$ cat config.mk
export PLATFORM = sky130hd
export DESIGN_NAME = prbs_share_arbiter
export DESIGN_NICKNAME = d
export VERILOG_FILES = /design/src/rtl/prbs_share_arbiter.sv
export SDC_FILE = /design/constraint.sdc
export NUM_CORES = 1
export LEC_CHECK = 0
export BUFFER_PORTS_ARGS = -buffer_cell sky130_fd_sc_hd__buf_2
export CORE_MARGIN = 2
export CORE_UTILIZATION = 50
export CTS_BUF_LIST = sky130_fd_sc_hd__clkbuf_4 sky130_fd_sc_hd__clkbuf_8
export DETAILED_ROUTE_END_ITERATION = 7
export GPL_ROUTABILITY_DRIVEN = 1
export PLACE_DENSITY = 0.78
export SLEW_MARGIN = 20
export SYNTH_ARGS = -nofsm -noshare
export SYNTH_HDL_FRONTEND = slang
export SYNTH_SLANG_ARGS = --single-unit
$ cat constraint.sdc
create_clock -name clk -period 3.75 [get_ports clk]
set_clock_uncertainty 0.15 [all_clocks]
set_input_delay 0 -clock clk [delete_from_list [all_inputs] [get_ports clk]]
set_output_delay 0 -clock clk [all_outputs]
set_load 0.01 [all_outputs]
$ cat src/rtl/prbs_share_arbiter.sv
// prbs_share_arbiter: shares one PRBS31 generator (x^31 + x^28 + 1) between two
// requesters under round-robin arbitration. Each grant streams BURST_BYTES bytes
// over a valid/ready handshake. The LFSR runs continuously across bursts.
//
// Ports:
//   clk         rising-edge clock
//   rst_n       asynchronous reset, active-high (historical name)
//   req[1:0]    level requests, bit 0 = requester 0
//   gnt[1:0]    one-hot grant, held for the whole burst
//   byte_out    PRBS byte, first generated bit in bit 7
//   byte_valid  byte_out valid
//   byte_ready  consumer accepts byte_out
//   burst_done  one-cycle pulse after the last byte handshake
//   busy        high in any state other than IDLE
//   seed_load   load seed_in into the LFSR (IDLE only)
//   seed_in     new LFSR state (zero is replaced by 1)
//   err_inject  (PRBS_ERR_INJ_EN only) arms a one-shot bit-0 flip of the next byte
//
// Build option: define PRBS_ERR_INJ_EN to add the err_inject port and logic.
module prbs_share_arbiter #(
    parameter int unsigned BURST_BYTES = 4,
    parameter logic [30:0] SEED        = 31'd1
) (
    input  logic        clk,
    input  logic        rst_n,
    input  logic [1:0]  req,
    output logic [1:0]  gnt,
    output logic [7:0]  byte_out,
    output logic        byte_valid,
    input  logic        byte_ready,
    output logic        burst_done,
    output logic        busy,
    input  logic        seed_load,
    input  logic [30:0] seed_in
`ifdef PRBS_ERR_INJ_EN
    ,
    input  logic        err_inject
`endif
);

    localparam int unsigned LFSR_W = 31;
    localparam int unsigned BYTE_W = 8;
    localparam int unsigned CNT_W  = 8;
    localparam logic [CNT_W-1:0] LAST_BYTE = CNT_W'(BURST_BYTES - 1);

    typedef enum logic [1:0] {
        S_IDLE,
        S_GEN,
        S_HOLD,
        S_DONE
    } state_e;

    state_e              state_q;
    logic [LFSR_W-1:0]   lfsr_q;
    logic [BYTE_W-2:0]   shreg_q;
    logic [2:0]          bit_cnt_q;
    logic [CNT_W-1:0]    byte_cnt_q;
    logic                rr_q;        // index of the last-served requester
    logic [1:0]          gnt_q;
    logic [BYTE_W-1:0]   byte_out_q;
    logic                byte_valid_q;
    logic                burst_done_q;
    logic                busy_q;
`ifdef PRBS_ERR_INJ_EN
    logic                err_flag_q;
`endif

    logic                out_bit;
    logic [LFSR_W-1:0]   lfsr_step;
    logic [BYTE_W-1:0]   shreg_nxt;
    logic [BYTE_W-1:0]   byte_load;
    logic [1:0]          gnt_pick;

    // LFSR step and MSB-first byte assembly
    assign out_bit   = lfsr_q[30];
    assign lfsr_step = {lfsr_q[29:0], lfsr_q[27] ^ lfsr_q[30]};
    assign shreg_nxt = {shreg_q, out_bit};
`ifdef PRBS_ERR_INJ_EN
    assign byte_load = shreg_nxt ^ {7'd0, err_flag_q};
`else
    assign byte_load = shreg_nxt;
`endif

    // Round-robin pick: the last-served requester gets the lower priority
    always_comb begin
        gnt_pick = 2'b00;
        if (rr_q) begin
            if (req[0])      gnt_pick = 2'b01;
            else if (req[1]) gnt_pick = 2'b10;
        end else begin
            if (req[1])      gnt_pick = 2'b10;
            else if (req[0]) gnt_pick = 2'b01;
        end
    end

    // Arbitration / generation FSM with registered outputs
    always_ff @(posedge clk or posedge rst_n) begin
        if (rst_n) begin
            state_q      <= S_IDLE;
            lfsr_q       <= SEED;
            shreg_q      <= '0;
            bit_cnt_q    <= '0;
            byte_cnt_q   <= '0;
            rr_q         <= 1'b1;
            gnt_q        <= 2'b00;
            byte_out_q   <= '0;
            byte_valid_q <= 1'b0;
            burst_done_q <= 1'b0;
            busy_q       <= 1'b0;
`ifdef PRBS_ERR_INJ_EN
            err_flag_q   <= 1'b0;
`endif
        end else begin
            burst_done_q <= 1'b0;
`ifdef PRBS_ERR_INJ_EN
            err_flag_q   <= err_flag_q | err_inject;
`endif
            case (state_q)
                S_IDLE: begin
                    if (seed_load) begin
                        lfsr_q <= (seed_in == '0) ? LFSR_W'(1) : seed_in;
                    end else if (req != 2'b00) begin
                        gnt_q      <= gnt_pick;
                        busy_q     <= 1'b1;
                        byte_cnt_q <= '0;
                        bit_cnt_q  <= '0;
                        state_q    <= S_GEN;
                    end
                end
                S_GEN: begin
                    lfsr_q    <= lfsr_step;
                    shreg_q   <= shreg_nxt[BYTE_W-2:0];
                    bit_cnt_q <= bit_cnt_q + 3'd1;
                    if (bit_cnt_q == 3'd7) begin
                        byte_out_q   <= byte_load;
                        byte_valid_q <= 1'b1;
                        state_q      <= S_HOLD;
`ifdef PRBS_ERR_INJ_EN
                        // flag is consumed by this byte; a concurrent pulse re-arms it
                        err_flag_q   <= err_inject;
`endif
                    end
                end
                S_HOLD: begin
                    if (byte_ready) begin
                        byte_valid_q <= 1'b0;
                        byte_cnt_q   <= byte_cnt_q + CNT_W'(1);
                        if (byte_cnt_q == LAST_BYTE) begin
                            burst_done_q <= 1'b1;
                            gnt_q        <= 2'b00;
                            rr_q         <= gnt_q[1];
                            state_q      <= S_DONE;
                        end else begin
                            state_q <= S_GEN;
                        end
                    end
                end
                S_DONE: begin
                    busy_q  <= 1'b0;
                    state_q <= S_IDLE;
                end
                default: state_q <= S_IDLE;
            endcase
        end
    end

    assign gnt        = gnt_q;
    assign byte_out   = byte_out_q;
    assign byte_valid = byte_valid_q;
    assign burst_done = burst_done_q;
    assign busy       = busy_q;

endmodule

==> reports/results.ini <==
[setup_path]
endpoint=lfsr_q[21]
end_kind=flip-flop
crit_path_start_kind=flip-flop
rr_worst_depth=6
cp-startpoint=state_q[0]
r2r_slack_ns=1.23
r2r_start=state_q[0]
crit_type=reg -> reg
arrival_ns=2.64
cp.required_ns=3.87
r2r_end=lfsr_q[21]
crit_fanout=37

[timing]
max_freq_mhz=397
setup_slack_ns=1.23
tightest_slew_ns=0.928
rsz0062_at_grt=false
hold_viol_final=0
setup_viol=0
fin_tns_setup_ns=0
fin_crit_ns=2.52
report.final.slew_viol_count=0
whs_ns=0.0635
period_share=0.672
max_slew_margin=0.380

[drt]
antenna_left=0
wl_per_cell_um=15.1
dr.pass1.iters=4
via_per_inst=5.50
vias=2364
drtIter0Drc=114
drt_wl_total_um=6500
drc=0

[layout]
layout-drive-gt1-share=0.257
seqCellArea_um2=1630
nets=394
multi_input_area_um2=1140
fillCellCount=443
synthToLayoutAreaGrowth_pct=29.4
diodes=0

[pwr]
p_int_mw=1.72
p_sw_frac=0.355
switchingPower_mw=0.948
pwr-share-seq=0.458
clkPwrFrac=0.203
leakage_nw=1.79
vdd_drop_max_uv=518
powerDensity_nw_per_um2=720
combPwrFrac=0.340
fin_total_pwr_mw=2.67

[place]
dpl.hpwl_um=4050
io_buffers=49
pre_cts_ws_ns=1.25
place.gp.congestion=0.804

[flow_run]
cap_violations=0

[global_routing]
grt_pass1_wl_um=10700
grt_start_max_net_pins=46
grt_pass1_vias=2354
grtUsageTotal=0.224
grt_overflow_total=0
grt_antenna_before_repair=0

[die]
core.rowCount=27
core_um2=5510
fp.dieW_um=79.7
start_util=0.520
die-area_um2=6350
pin_count=50
die_h_um=79.7

[yosys]
synth.avg_cell_area_um2=10.7
syn-cell-area_um2=2860
ys_seq_elements=65
synth_cell_types=43
syn_inst=268
ys_async_sr_fraction=1.00
yosysWarnings=0
yosysSeqAreaShare=0.569
ys.flop_type=dfrtp_1
synth-edff-count=0
syn_nets=308

[cts]
cts-resized-gates=0
cts.path.max_buffers=2
clk_pin_slew_ns=0.06
cts_tree=built
clock-sinks=65
postCtsSetupBuffers=0
cts_buffers=9
cts_root_buf=clkbuf_8
htree_levels=3
clk_latency_ns=0.34

[run_status]
status=finished, final reports clean

[worst_hold_path]
hp-class=in -> reg

[registers in the layout (all words and copies together), names as in the netlist, 2 cells and up]
| signal | cells |
|---|---|
| byte_cnt_q | 8 |
| byte_out | 8 |
| gnt | 2 |
| bit_cnt_q | 3 |
| shreg_q | 7 |
| state_q | 2 |
| lfsr_q | 31 |
[worst min path at each step]
stage / from / cells after the start / slack, ns / endpoint
after floorplan: req[1] / 2 / -0.01 / gnt[1]
after global placement: rst_n / 2 / 0.1 / lfsr_q[16]
after detailed placement: seed_in[3] / 3 / 0.1 / lfsr_q[3]
after CTS: seed_load / 4 / 0.05 / busy
after global routing: seed_load / 4 / 0.15 / busy
final: seed_load / 4 / 0.06 / busy
[cells in the final DEF (no fill, tap or decap), drive strengths merged, types with 2 or more instances in the layout]
cell         synthesis  layout
clkbuf               8      12
clkinv               0       3
buf                  6      53
inv                  6       6
dfstp                2       2
o2bb2ai              2       2
nor3                 2       2
nor4                 7       7
o21ai                8       8
mux2                16      16
nor2                 5       5
a22oi               30      30
nand2               73      73
or4                  2       2
or3                  2       2
nand3                2       2
a21oi                5       5
ha                   3       3
o31ai                2       2
xor2                 2       2
nand4                3       3
dfrtp               63      63
a22o                 2       2
dlygate4sd3          0      36
nor3b                2       2
[per-layer routing]
metal	routed length (um)	vias up	global-route usage	part of all wire
li1	-	1126	-	-
met3	363	10	0.0543	0.056
met4	109	0	0.0931	0.017
met5	0	-	0	0
met2	3080	90	0.363	0.47
met1	2940	1138	0.289	0.45
[timing repair]
action / in CTS / in global routing
hold buffers: 36 / 0
hold endpoints to repair: 80 / 0
setup endpoints to repair: 0 / 0
[per-stage QoR]
stage | instance area (um^2) | utilization | std cells
6_report | 3700 | 0.673 | 430
5_1_grt | 3700 | 0.673 | 430
4_1_cts | 3700 | 0.673 | 430
3_5_place_dp | 3160 | 0.574 | 379
3_3_place_gp | 3160 | 0.574 | 379
2_1_floorplan | 2860 | - | 268
[logic make-up (layout without fill, tap and decap cells)]
kind of cell	Yosys count	count (layout)	share of synthesized area
AO/OA/AOI/OAI	56	56	0.139
multiplexers	17	17	0.0664
buffers and inverters	20	110	0.0345
AND/OR/NAND/NOR	104	104	0.169
XOR/XNOR	3	3	0.00918
flip-flops	65	65	0.569
adder cells (fa/ha/maj)	3	3	0.0131
[area by class of cell]
cell class / count / area share
sequential: 65 / 0.440
inverter: 6 / 0.00676
tap: 72 / 0.0243
multi-input combinational: 183 / 0.309
clock inverter: 3 / 0.00405
clock buffer: 12 / 0.0446
timing repair buffer: 89 / 0.172
[synth_stat cells, drive strengths merged (5+ instances only)]
master  number  area, um^2
inv          6        25.0
dfrtp       63        1580
nand2       73         274
nor2         5        18.8
nor4         7        43.8
buf          6        33.8
mux2        16         180
o21ai        8        40.0
a21oi        5        25.0
a22oi       30         225
clkbuf       8        40.0
[worst max-delay path: stages, from the launching register on]
cell and delay [ns]:
dfrtp_1 0.53, nor2b_2 0.29, buf_4 0.28, nor2_1 0.69, buf_4 0.35, nand2_1 0.08
nand2_1 0.06
[power by group through the flow]
stage	sequential, mW	combinational [mW]	clock [mW]
after floorplan	1.18	0.665	0
after global placement	1.21	0.839	0
after detailed placement	1.22	0.883	0
after CTS	1.21	0.909	0.554
after global routing	1.26	1.03	0.576
final	1.22	0.906	0.541
Power figures use the tool's default switching activity.
